File: src/rtl/wallace_final_cpa_pipe_pkg.sv
// Multiplier-wide constants for the Booth-4/Wallace 16x16 datapath.
// Also holds the product word type shared by the compressor tree and the final adder.
package wallace_final_cpa_pipe_pkg;
  localparam int MULT_W    = 16;
  localparam int PROD_W    = 2 * MULT_W;
  localparam int SPLIT_DEF = MULT_W;

  typedef logic [PROD_W-1:0] prod_t;
endpackage

File: src/rtl/wallace_final_cpa_pipe_cpa.sv
// N-bit ripple/inferred carry-propagate segment with carry in and carry out.
module cpa_segment #(
  parameter int N = 16
) (
  input  logic [N-1:0] a,
  input  logic [N-1:0] b,
  input  logic         cin,
  output logic [N-1:0] sum,
  output logic         cout
);
  logic [N:0] full;

  assign full        = {1'b0, a} + {1'b0, b} + {{N{1'b0}}, cin};
  assign {cout, sum} = full;
endmodule

File: src/rtl/wallace_final_cpa_pipe.sv
// Final carry-propagate adder of the multiplier: resolves the sum/carry rows into the
// product over two pipeline stages (low segment, then high segment with the low carry).
module wallace_final_cpa_pipe #(
  parameter int PROD_W = wallace_final_cpa_pipe_pkg::PROD_W,
  parameter int SPLIT  = wallace_final_cpa_pipe_pkg::SPLIT_DEF,
  parameter int TAG_W  = 4
) (
  input  logic              sys_clk,
  input  logic              sys_rst,
  input  logic              in_valid,
  output logic              in_ready,
  input  logic [PROD_W-1:0] in_row_d,
  input  logic [PROD_W-1:0] in_row_c,
  input  logic [TAG_W-1:0]  in_tag,
  output logic              out_valid,
  input  logic              out_ready,
  output logic [PROD_W-1:0] out_prod,
  output logic [TAG_W-1:0]  out_tag
);
  localparam int HI_W = PROD_W - SPLIT;

  // vld_pipe_q[1] = S1 holds a pair, vld_pipe_q[2] = S2 holds a product
  logic [2:1]        vld_pipe_q, vld_pipe_d;
  logic              s1_en, s2_en;

  logic [SPLIT-1:0]  lo_sum;
  logic              lo_cout;
  logic [HI_W-1:0]   hi_sum;
  logic              hi_cout_unused;

  logic [SPLIT-1:0]  lo_sum_q, lo_sum_d;
  logic              lo_cout_q, lo_cout_d;
  logic [HI_W-1:0]   d_hi_q, d_hi_d;
  logic [HI_W-1:0]   c_hi_q, c_hi_d;
  logic [TAG_W-1:0]  s1_tag_q, s1_tag_d;
  logic [PROD_W-1:0] prod_q, prod_d;
  logic [TAG_W-1:0]  s2_tag_q, s2_tag_d;

  cpa_segment #(.N(SPLIT)) u_cpa_lo (
    .a    (in_row_d[SPLIT-1:0]),
    .b    (in_row_c[SPLIT-1:0]),
    .cin  (1'b0),
    .sum  (lo_sum),
    .cout (lo_cout)
  );

  // MSB carry is dropped so two's-complement products wrap naturally
  cpa_segment #(.N(HI_W)) u_cpa_hi (
    .a    (d_hi_q),
    .b    (c_hi_q),
    .cin  (lo_cout_q),
    .sum  (hi_sum),
    .cout (hi_cout_unused)
  );

  always_comb begin
    s2_en      = !vld_pipe_q[2] || out_ready;
    s1_en      = !vld_pipe_q[1] || s2_en;
    vld_pipe_d = vld_pipe_q;
    lo_sum_d   = lo_sum_q;
    lo_cout_d  = lo_cout_q;
    d_hi_d     = d_hi_q;
    c_hi_d     = c_hi_q;
    s1_tag_d   = s1_tag_q;
    prod_d     = prod_q;
    s2_tag_d   = s2_tag_q;

    if (s2_en) begin
      vld_pipe_d[2] = vld_pipe_q[1];
      if (vld_pipe_q[1]) begin
        prod_d   = {hi_sum, lo_sum_q};
        s2_tag_d = s1_tag_q;
      end
    end

    // data only captured on a real pair, so idle-bus garbage never enters the pipe
    if (s1_en) begin
      vld_pipe_d[1] = in_valid;
      if (in_valid) begin
        lo_sum_d  = lo_sum;
        lo_cout_d = lo_cout;
        d_hi_d    = in_row_d[PROD_W-1:SPLIT];
        c_hi_d    = in_row_c[PROD_W-1:SPLIT];
        s1_tag_d  = in_tag;
      end
    end
  end

  always_ff @(posedge sys_clk) begin
    if (sys_rst) begin
      vld_pipe_q <= '0;
      lo_sum_q   <= '0;
      lo_cout_q  <= 1'b0;
      d_hi_q     <= '0;
      c_hi_q     <= '0;
      s1_tag_q   <= '0;
      prod_q     <= '0;
      s2_tag_q   <= '0;
    end else begin
      vld_pipe_q <= vld_pipe_d;
      lo_sum_q   <= lo_sum_d;
      lo_cout_q  <= lo_cout_d;
      d_hi_q     <= d_hi_d;
      c_hi_q     <= c_hi_d;
      s1_tag_q   <= s1_tag_d;
      prod_q     <= prod_d;
      s2_tag_q   <= s2_tag_d;
    end
  end

  assign in_ready  = s1_en && !sys_rst;
  assign out_valid = vld_pipe_q[2];
  assign out_prod  = prod_q;
  assign out_tag   = s2_tag_q;
endmodule

File: config.mk
export PLATFORM = sky130hd
export DESIGN_NAME = wallace_final_cpa_pipe
export DESIGN_NICKNAME = d
export VERILOG_FILES = /design/src/rtl/wallace_final_cpa_pipe_pkg.sv /design/src/rtl/wallace_final_cpa_pipe_cpa.sv /design/src/rtl/wallace_final_cpa_pipe.sv
export SDC_FILE = /design/constraint.sdc
export NUM_CORES = 1
export LEC_CHECK = 0
export BUFFER_PORTS_ARGS = -buffer_cell sky130_fd_sc_hd__buf_2
export CORE_UTILIZATION = 30
export DETAILED_ROUTE_END_ITERATION = 8
export GPL_TIMING_DRIVEN = 0
export PLACE_DENSITY_LB_ADDON = 0.25
export SKIP_CTS_REPAIR_TIMING = 1
export SLEW_MARGIN = 20
export SYNTH_ARGS = -nofsm -noshare
export SYNTH_HDL_FRONTEND = slang
export SYNTH_HIERARCHICAL = 1
export SYNTH_SLANG_ARGS = --single-unit
File: constraint.sdc
create_clock -name sys_clk -period 2.6 [get_ports sys_clk]
set_input_delay 0.13 -clock sys_clk [delete_from_list [all_inputs] [get_ports sys_clk]]
set_output_delay 0.13 -clock sys_clk [all_outputs]
set_load 0.01 [all_outputs]
==> reports/metrics.yaml <==
grt_max_degree: 14
crit_path_top_delay_cell: "fa_2"
clock_path_buffers: 2
worstMarginPinSlew_ns: 0.543
core_um2: 17400
grt_pass1_wl_mm: 21.7
dp.cells: 924
rows: 48
htree_levels: 3
ir_drop_uv: 299
combPwrFrac_pct: 21.0
postSynthAreaPerCell_um2: 9.12
wl_per_cell_um: 14.6
path_class: "reg2reg"
critical-path-top-delay-family: "compound AO/OA/AOI/OAI gates"
finalClockSkew_ns: 0.00712
die_w_um: 136
fin_crit_sh_pct: 95.6
grt_pass1_vias: 4250
worst_skew_pair.late_latency_ns: 0.34
crit_cells: 10
drv_slew: 0
cts_tree: "done"
antenna_cells: 0
dp_hpwl_mm: 10.5
power.switching_mw: 0.975
drtPass1Iterations: 4
routed_wl_mm: 13.7
powerDensity_nw_per_um2: 540
clk_pin_slew_ns: 0.06
critPathBufInv: 0
finalCriticalPeriod_ns: 2.49
worstPathArrival_ns: 2.76
track_usage_pct: 15.2
fmax_mhz: 402
vias: 4420
dieArea_um2: 18500
fin_cells: 939
internal_power_mw: 2.55
synth_warnings: 6
clkPwrFrac_pct: 35.3
drt_iter0_markers: 222
ff2ff_path_depth: 10
overflow: 0
netlist_area_um2: 5390
remaining_drc_errors: 0
portBuffers: 108
cp.required_ns: 2.87
slew_headroom_pct: 63.8
p_sw_share_pct: 27.6
cts-root-buf: "clkbuf_16"
p_seq_share_pct: 43.7
layout-drive-gt1-share_pct: 24.2
start_util_pct: 30.9
setup_viol: 0
hold_class: "in2reg"
vias_per_cell: 4.71
cap_violations: 0
tns_ns: 0
power_mw: 3.53
outcome: "finished clean"
synth_nets: 697
cts_buffers: 9
cp-end-kind: "flop"
cts_num_sinks: 91
worstHoldPathCells: 3
nNetsFinal: 816
gp_congestion: 0.777
worstSetupStartpointType: "flop"
finalHoldViolations: 0
antenna_found_initial: 0
syn_inst: 591
area_growth_pct: 21.2
slowest_delay_ns: 0.40
ios: 110
dieHeight_um: 136
critPathMaxFanout: 2
cp_cell_sequence: "fa_2 -> fa_2 -> a21oi_4 -> o21ai_4 -> a2111oi_4 -> o31ai_2 -> a21oi_1 -> xnor2_1 -> nand3_1 -> a21oi_1"
drt.antenna.violating_nets: 0
leakage_nw: 2.82
flip-flops by register name, summed over array words and instances (netlist names):
signal	cells
out_prod	32
c_hi_q	16
d_hi_q	16
lo_sum_q	16
out_tag	4
s1_tag_q	4
vld_pipe_q	2
lo_cout_q	1
metal layers:
layer	vias up	part of all wire, %	global-route usage, %
met3	8	4.6	3.32
met1	2012	50	21.3
met4	0	0.86	4.26
met5	-	0	0
li1	2309	-	-
met2	91	44	23.3
power groups by stage:
stage	clock [mW]	combinational [mW]	sequential, mW
2_1_floorplan	0	0.516	1.57
3_3_place_gp	0	0.739	1.57
3_5_place_dp	0	0.739	1.57
4_1_cts	1.28	0.744	1.54
5_1_grt	1.34	0.829	1.55
6_report	1.24	0.743	1.54
layout make-up:
class	instances	area (um2)
Buffer	39	285
Clock buffer	13	270
Clock inverter	2	10.0
Fill cell	1832	10900
Inverter	9	33.8
Multi-Input combinational cell	452	3280
Sequential cell	91	1820
Tap cell	225	282
Timing Repair Buffer	108	541
cells in the final DEF, fill, tap and decap left out, types with 3 or more instances in the layout:
master	n
buf_2	118
nand2b_1	111
dfxtp_1	90
a21oi_1	57
mux2i_1	53
nand3_1	42
o21ai_1	37
ha_1	30
xnor2_1	19
clkbuf_1	13
o21ai_0	11
nand2_1	11
clkbuf_16	9
buf_4	8
inv_1	8
xor2_1	8
nor2_1	7
buf_12	5
a21oi_2	5
a21o_1	5
nor2b_1	4
clkbuf_8	3
o21bai_1	3
a31oi_1	3
path summary, 6_finish.rpt:
check / end / from / slack (ns)
hold reg to reg: out_prod[15] / lo_sum_q[15] / 0.47
setup / recovery: out_prod[26] / d_hi_q[0] / 0.11
hold / removal: vld_pipe_q[1] / in_valid / 0.02
setup reg to reg: out_prod[26] / d_hi_q[0] / 0.11
through the flow:
stage          hold WS (ns)  area (um2)  utilization [%]  setup WS, ns
6_report             0.0237        6530             37.5         0.113
5_1_grt              0.0282        6530             37.5       -0.0263
4_1_cts             0.00907        6490             37.3        -0.147
3_5_place_dp          0.369        6210             35.7        -0.114
3_3_place_gp          0.363        6210             35.7        -0.149
2_1_floorplan         0.247        5390                -         0.115
worst reg2reg max path, cell delays in order, from the launching register on:
cell and delay (ns):
dfxtp_2 0.33, fa_2 0.40, fa_2 0.39, a21oi_4 0.18, o21ai_4 0.10, a2111oi_4 0.37
o31ai_2 0.11, a21oi_1 0.16, xnor2_1 0.14, nand3_1 0.11, a21oi_1 0.14
(Power assumes the default switching activity.)
